<file path="src/rtl/sar_search_pkg.sv">
// Shared types for the successive-approximation search controller.
// State encodings are 2-bit; a small helper checks that the comparator flags are one-hot.
package sar_search_pkg;

  typedef enum logic [1:0] {
    ST_IDLE = 2'd0,
    ST_TEST = 2'd1,
    ST_DONE = 2'd2
  } state_e;

  function automatic logic flags_one_hot(input logic gt, input logic lt, input logic eq);
    return ({gt, lt, eq} == 3'b100) || ({gt, lt, eq} == 3'b010) || ({gt, lt, eq} == 3'b001);
  endfunction

endpackage

</file>
<file path="src/rtl/sar_search.sv">
// MSB-first successive-approximation search against an external combinational comparator.
// Define SAR_EARLY_EXIT_EN to finish as soon as the comparator reports equality.
module sar_search
  import sar_search_pkg::*;
#(
  parameter int WIDTH = 4
) (
  input  logic             clk,
  input  logic             rst,
  input  logic             start,
  input  logic             cmp_gt,
  input  logic             cmp_lt,
  input  logic             cmp_eq,
  output logic [WIDTH-1:0] trial,
  output logic [WIDTH-1:0] result,
  output logic             busy,
  output logic             done,
  output logic             exact,
  output logic             err
);

  localparam logic [WIDTH-1:0] TOP_BIT = {1'b1, {(WIDTH-1){1'b0}}};

  state_e           state_q, state_d;
  logic [WIDTH-1:0] trial_q, trial_d;
  logic [WIDTH-1:0] mask_q, mask_d;
  logic [WIDTH-1:0] result_q, result_d;
  logic             exact_q, exact_d;
  logic             err_q, err_d;
  logic [WIDTH-1:0] kept;

  always_ff @(posedge clk) begin
    if (rst) begin
      state_q  <= ST_IDLE;
      trial_q  <= '0;
      mask_q   <= '0;
      result_q <= '0;
      exact_q  <= 1'b0;
      err_q    <= 1'b0;
    end else begin
      state_q  <= state_d;
      trial_q  <= trial_d;
      mask_q   <= mask_d;
      result_q <= result_d;
      exact_q  <= exact_d;
      err_q    <= err_d;
    end
  end

  always_comb begin
    state_d  = state_q;
    trial_d  = trial_q;
    mask_d   = mask_q;
    result_d = result_q;
    exact_d  = exact_q;
    err_d    = err_q;
    // Only cmp_gt decides the bit under test; malformed flags are recorded, never acted on.
    kept     = cmp_gt ? (trial_q & ~mask_q) : trial_q;
    case (state_q)
      ST_IDLE: begin
        if (start) begin
          state_d = ST_TEST;
          trial_d = TOP_BIT;
          mask_d  = TOP_BIT;
          exact_d = 1'b0;
          err_d   = 1'b0;
        end
      end
      ST_TEST: begin
        exact_d = exact_q | cmp_eq;
        err_d   = err_q | !flags_one_hot(cmp_gt, cmp_lt, cmp_eq);
`ifdef SAR_EARLY_EXIT_EN
        if (cmp_eq) begin
          result_d = trial_q;
          exact_d  = 1'b1;
          state_d  = ST_DONE;
        end else
`endif
        if (mask_q[0]) begin
          trial_d  = kept;
          result_d = kept;
          state_d  = ST_DONE;
        end else begin
          mask_d  = mask_q >> 1;
          trial_d = kept | (mask_q >> 1);
        end
      end
      ST_DONE: state_d = ST_IDLE;
      default: state_d = ST_IDLE;
    endcase
  end

  assign trial  = trial_q;
  assign result = result_q;
  assign busy   = (state_q != ST_IDLE);
  assign done   = (state_q == ST_DONE);
  assign exact  = exact_q;
  assign err    = err_q;

endmodule

</file>
<file path="config.mk">
export PLATFORM = sky130hd
export DESIGN_NAME = sar_search
export DESIGN_NICKNAME = d
export VERILOG_FILES = /design/src/rtl/sar_search_pkg.sv /design/src/rtl/sar_search.sv
export SDC_FILE = /design/constraint.sdc
export NUM_CORES = 1
export LEC_CHECK = 0
export BUFFER_PORTS_ARGS = -buffer_cell sky130_fd_sc_hd__clkbuf_2
export CAP_MARGIN = 0
export CORE_UTILIZATION = 52
export DETAILED_ROUTE_END_ITERATION = 8
export PLACE_DENSITY = 0.83
export SLEW_MARGIN = 0
export SYNTH_ARGS = -nofsm -noshare
export SYNTH_HDL_FRONTEND = slang
export SYNTH_SLANG_ARGS = --single-unit
</file>
<file path="constraint.sdc">
create_clock -name clk -period 2.7 [get_ports clk]
set_clock_uncertainty 0.05 [all_clocks]
set_input_delay 0.135 -clock clk [delete_from_list [all_inputs] [get_ports clk]]
set_output_delay 0.135 -clock clk [all_outputs]
set_load 0.02 [all_outputs]
</file>
==> run metrics, run 1 <==
Sink Count=16; Final Util=69.0%; I/O pins=18; Final Hold Viols=0; Power Density=575 nW/um^2; met2 Track Usage GR=32.6%; Critical Path, Cell by Cell=nor2b_1, o21ai_0, a21oi_1; most area-consuming cells after synthesis=dfxtp_1 (47%), a21oi_1 (10%), nand2_1 (5.5%), or3b_1 (3.9%), o21ai_0 (3.7%); worst hold-check path type=input port to flip-flop; layout cells sized above 1=25.0%; Setup Fix Bufs, Post-CTS=0; number of global-route vias before repair=516; worst skew pair latency=0.28 ns; f_max=0.685 GHz; post-synth top area share=47.2%; delay-heaviest family, CP=simple AND/OR/NAND/NOR gates; worst hold slack=0.0756 ns; H-Tree Level Count=1; maximum fanout along the worst path=9; maximum VDD drop=461 uV; Synthesized Nets=85; clock-pin slew on the worst setup and hold paths=0.09 ns; relative slew slack=61.1%; fin crit period=1.46 ns; Die X=38.1 um; final worst slack=1.24 ns; CTS max path bufs=2; synthesis-stage register bit count=16; Synth warnings=0; Arr. time, crit path=1.62 ns; largest net degree at the start of global routing=17; post-CTS sizing=0; setup TNS=0 ns; grt met1 use=29.6%; grt ovf=0; Final Power=0.459 mW; Die ar.=1450 um^2; sequential element share of the synthesized area=47.2%; RSZ-0062 raised after global routing=no; antenna violations before repair=0; slowest CP cell=nor2b_1; crit share post-route=54.1%; Final Slew Violations=0; post-DR vias/cell=5.19; hpwl dp=917 um; Placed Instances=106; WP buf/inv=0; max-cap violations=0; Seq pwr share=54.9%; Most Used Layer, Global Route=met2; vias=571; Global Route Usage Sum=21.3%; Placement Setup Slack=1.29 ns; Slew @ Worst Pin=0.582 ns; routed length per instance=11.2 um; most frequent cells in the layout=clkbuf_2 (17), dfxtp_1 (16), a21oi_1 (14); CORE AREA=1160 um^2; startpoint types=flip-flop; CTS Root Cell=clkbuf_4; leading area contributor after synthesis=dfxtp_1; syn_area_per_cell=8.58 um^2; # DRC=0; sw frac=24.5%; combinational power share=11.4%; delay of the slowest critical-path stage=0.53 ns; WS Path Type=flip-flop to flip-flop; DRT Wirelength=1230 um; P_int=0.347 mW; drt pass-1 iters=4; Die Y=38.1 um; final-layout fill cell count=103; Leakage=0.346 nW; diode count=0; TritonCTS Buffers=3; Final Cell Area=798 um^2; port bufs=17; first-pass GRT wire length=2170 um; Post-DRT Antenna Nets=0; Post-Synthesis Cells=79; Initial Util=58.7%; Initial DRC Count=9; status=completed; CTS Hold Bufs=0; leading cell type in the layout, fill and taps excluded=clkbuf_2; crit path capture type=flip-flop; final setup fails=0; Post-synth EDFFs=0; Clk network pwr share=33.7%; GRT met3 Usage=3.49%; Final GP Congestion=0.835; area grow syn2layout=17.7%; Rows=12; CTS tree=built; DP Area=762 um^2; Post-synth ARST share=0%; Yosys cell types=25; P_sw=0.112 mW; NumNets Final=103; Critical Path RT=2.86 ns; Mapped Area=678 um^2; predominant post-synthesis flop cell=dfxtp_1; Layout Cells excl Fill=110
[worst paths after layout]
check                  start   endpoint  slack (ns)  cells after the start
setup / recovery  state_q[0]   trial[2]        1.24                      3
hold / removal        cmp_eq      exact        0.08                      3
setup reg to reg  state_q[0]   trial[2]        1.24                      3
hold reg to reg    result[0]  result[0]        0.40                      2
[area by class of cell]
type / count / area (um^2) / area share (%)
Tap cell: 14 / 17.5 / 2.19
Clock buffer: 4 / 36.3 / 4.55
Timing Repair Buffer: 17 / 85.1 / 10.7
Inverter: 1 / 3.75 / 0.470
Multi-Input combinational cell: 58 / 335 / 42.0
Sequential cell: 16 / 320 / 40.1
[sequential cells by signal (all words and copies together) (netlist names)]
name / cells
result: 4
err: 1
state_q: 2
mask_q: 4
exact: 1
trial: 4
[cell families after synthesis]
logic type / share of synthesized area, %
AND/OR/NAND/NOR: 28.4
AO/OA/AOI/OAI: 19.7
flip-flops: 47.2
buffers and inverters: 3.32
XOR/XNOR: 1.29
[power by group through the flow]
| stage | Clock [mW] | Sequential, mW | Combinational [mW] |
|---|---|---|---|
| 6_report | 0.155 | 0.252 | 0.0522 |
| 3_3_place_gp | 0 | 0.257 | 0.0515 |
| 3_5_place_dp | 0 | 0.258 | 0.0522 |
| 5_1_grt | 0.172 | 0.254 | 0.0593 |
| 4_1_cts | 0.159 | 0.252 | 0.0524 |
| 2_1_floorplan | 0 | 0.262 | 0.0311 |
[routing by layer]
layer,up-vias,wire (um)
met5,-,0
met4,0,11
met3,2,46
met2,12,560
met1,246,612
li1,311,-
[synth_stat cells, types with 2 or more instances]
master     n
a21boi_0   2
a21oi_1   14
buf_2      3
dfxtp_1   16
nand2_1   10
nand3_1    4
nor2_1     4
nor2b_1    3
o21ai_0    5
or3b_1     3
[tightest hold or removal path: cells and delay by family]
kind | cells | cell delay (ns)
buffers and inverters | 1 | 0.10
and+or+nand+nor | 1 | 0.08
AOI/OAI and AO/OA | 1 | 0.06
No activity file was read; power rests on OpenSTA's default activity.
==> run 2: changes to the inputs <==
--- a/config.mk
+++ b/config.mk
@@ -7,9 +7,9 @@
 export LEC_CHECK = 0
 export BUFFER_PORTS_ARGS = -buffer_cell sky130_fd_sc_hd__clkbuf_2
 export CAP_MARGIN = 0
-export CORE_UTILIZATION = 52
+export CORE_UTILIZATION = 44
 export DETAILED_ROUTE_END_ITERATION = 8
-export PLACE_DENSITY = 0.83
+export PLACE_DENSITY = 0.75
 export SLEW_MARGIN = 0
 export SYNTH_ARGS = -nofsm -noshare
 export SYNTH_HDL_FRONTEND = slang
==> constraint.sdc (replaced) <==
create_clock -name clk -period 1.3 [get_ports clk]
set_clock_uncertainty 0.05 [all_clocks]
set_input_delay 0.065 -clock clk [delete_from_list [all_inputs] [get_ports clk]]
set_output_delay 0.065 -clock clk [all_outputs]
set_load 0.02 [all_outputs]
==> run 2 against run 1 <==
Effect of this change:
- die area grew 17%
- non-clock buffer count grew 6
- largest power group unchanged
- global-route usage shrank 1.1 points
- final area grew 5.6%
- sequential share of layout area shrank 1.8 points
==> run metrics, run 2 (synthesis gave the netlist of run 1 again) <==
Reg2Reg Launch Point=state_q[1]; clock-pin slew on the worst setup and hold paths=0.09 ns (about the same); maximum fanout along the worst path=6 (-3); min-delay src=cmp_eq; I/O pins=18 (unchanged); routed length per instance=11.9 um (+6.6%); final setup fails=0 (unchanged); Sink Count=16 (unchanged); Die Y=41.3 um (+8.3%); relative slew slack=78.9% (+18 points); CORE AREA=1370 um^2 (+18%); vias=611 (+7.0%); Critical Path RT=1.47 ns (-1.39 ns); Arr. time, crit path=1.40 ns (-0.22 ns); max-cap violations=0 (unchanged); Final Slew Violations=0 (unchanged); diode count=0 (unchanged); number of global-route vias before repair=504 (-2.3%); Reg2Reg Setup Slack=0.07 ns (-1.17 ns); slowest CP cell=or3b_1; f_max=0.812 GHz (+18%); DP Area=808 um^2 (+6.1%); Critical Path, Cell by Cell=buf_4, nand3b_4, or3b_1, a21oi_1; maximum VDD drop=739 uV (+60%); Worst Hold Path Cells=3 (unchanged); worst hold-check path type=input port to flip-flop; Slew @ Worst Pin=0.317 ns (-0.265 ns); drt pass-1 iters=4 (unchanged); port bufs=17 (unchanged); delay of the slowest critical-path stage=0.35 ns (-0.18 ns); layout cells sized above 1=33.7% (+8.7 points); antenna violations before repair=0 (unchanged); leading cell type in the layout, fill and taps excluded=clkbuf_2; Hold Path Sink=exact; WS Path Type=flip-flop to flip-flop; crit path capture type=flip-flop; CTS tree=built; Initial Util=49.6% (-9.0 points); H-Tree Level Count=1 (unchanged); Die ar.=1700 um^2 (+17%); NumNets Final=109 (+5.8%); Final Util=61.7% (-7.3 points); CTS max path bufs=2 (unchanged); Rows=13 (+1); area grow syn2layout=24.4%; Die X=41.3 um (+8.3%); Reg2Reg Depth=4 (+1); Seq pwr share=58.2% (+3.3 points); hpwl dp=984 um (+7.3%); fin crit period=1.23 ns (-0.228 ns); Global Route Usage Sum=20.2% (-1.1 points); Power Density=1070 nW/um^2 (+85%); TritonCTS Buffers=3 (unchanged); Post-DRT Antenna Nets=0 (unchanged); Clk network pwr share=28.0% (-5.7 points); post-DR vias/cell=5.27 (+1.5%); grt ovf=0 (unchanged); worst skew pair latency=0.28 ns (about the same); startpoint types=flip-flop; P_int=0.670 mW (+93%); CTS Root Cell=clkbuf_4; Final Hold Viols=0 (unchanged); # DRC=0 (unchanged); Leakage=0.376 nW (+8.7%); R2R Path End=result[0]; Final GP Congestion=0.784 (-6.2%); combinational power share=13.8% (+2.4 points); status=completed; first-pass GRT wire length=2120 um (-2.2%); crit share post-route=94.8% (+41 points); P_sw=0.229 mW (+100%); Initial DRC Count=24 (+15); largest net degree at the start of global routing=17 (unchanged); Setup Fix Bufs, Post-CTS=0 (unchanged); setup TNS=0 ns (unchanged); Final Cell Area=843 um^2 (+5.6%); most frequent cells in the layout=clkbuf_2 (17), a21oi_1 (14), dfxtp_1 (14); sw frac=25.5% (+0.96 points); DRT Wirelength=1380 um (+12%)
[run 2: area by class of cell]
class | count | area (um^2)
Sequential cell | 16 | 323
Inverter | 1 | 3.75
Multi-Input combinational cell | 58 | 345
Timing Repair Buffer | 23 | 130
Clock buffer | 3 | 22.5
Tap cell | 15 | 18.8
Fill cell | 137 | 523
[run 2: critical path, delay by kind of cell, from the launching register on]
family / cells / cell delay, ns
compound gates: 1 / 0.13
buf+inv: 1 / 0.15
flops: 1 / 0.34
simple gates: 2 / 0.50
[run 2: what timing repair did]
item                                    in CTS  in global routing
hold buffers                                 0                  0
endpoints found under the setup margin       0                  5
gates resized for setup                      0                  5
[run 2: worst max path at each step]
| stage | start | to | slack, ns | cells past startpoint |
|---|---|---|---|---|
| floorplan | mask_q[0] | mask_q[1] | 0.07 | 4 |
| global placement | state_q[0] | trial[0] | 0.05 | 3 |
| detailed placement | state_q[0] | mask_q[0] | 0.01 | 3 |
| CTS | state_q[0] | mask_q[0] | 0.00008 | 3 |
| global route | mask_q[0] | trial[0] | -0.01 | 4 |
| finish | state_q[1] | result[0] | 0.07 | 4 |
[run 2: routing by layer]
| layer | track usage (%) | part of all wire (%) |
|---|---|---|
| met1 | 24.4 | 46 |
| met2 | 31.6 | 47 |
| met3 | 10.3 | 6.5 |
| met4 | 4.84 | 0.94 |
| met5 | 0 | 0 |
[run 2: power groups by stage]
stage | registers [mW] | clock network [mW] | logic [mW]
floorplan | 0.545 | 0 | 0.0646
global placement | 0.533 | 0 | 0.117
detailed placement | 0.534 | 0 | 0.118
CTS | 0.522 | 0.260 | 0.118
global route | 0.526 | 0.279 | 0.137
finish | 0.523 | 0.251 | 0.124
[run 2: metrics by stage]
stage	hold slack [ns]	power (mW)	cells	worst slack [ns]
global route	0.0368	0.942	116	-0.00960
global placement	0.290	0.650	113	0.0507
finish	0.0131	0.899	116	0.0680
detailed placement	0.304	0.652	113	0.0131
CTS	0.00951	0.901	116	0.0000756
floorplan	0.0841	0.609	79	0.0736
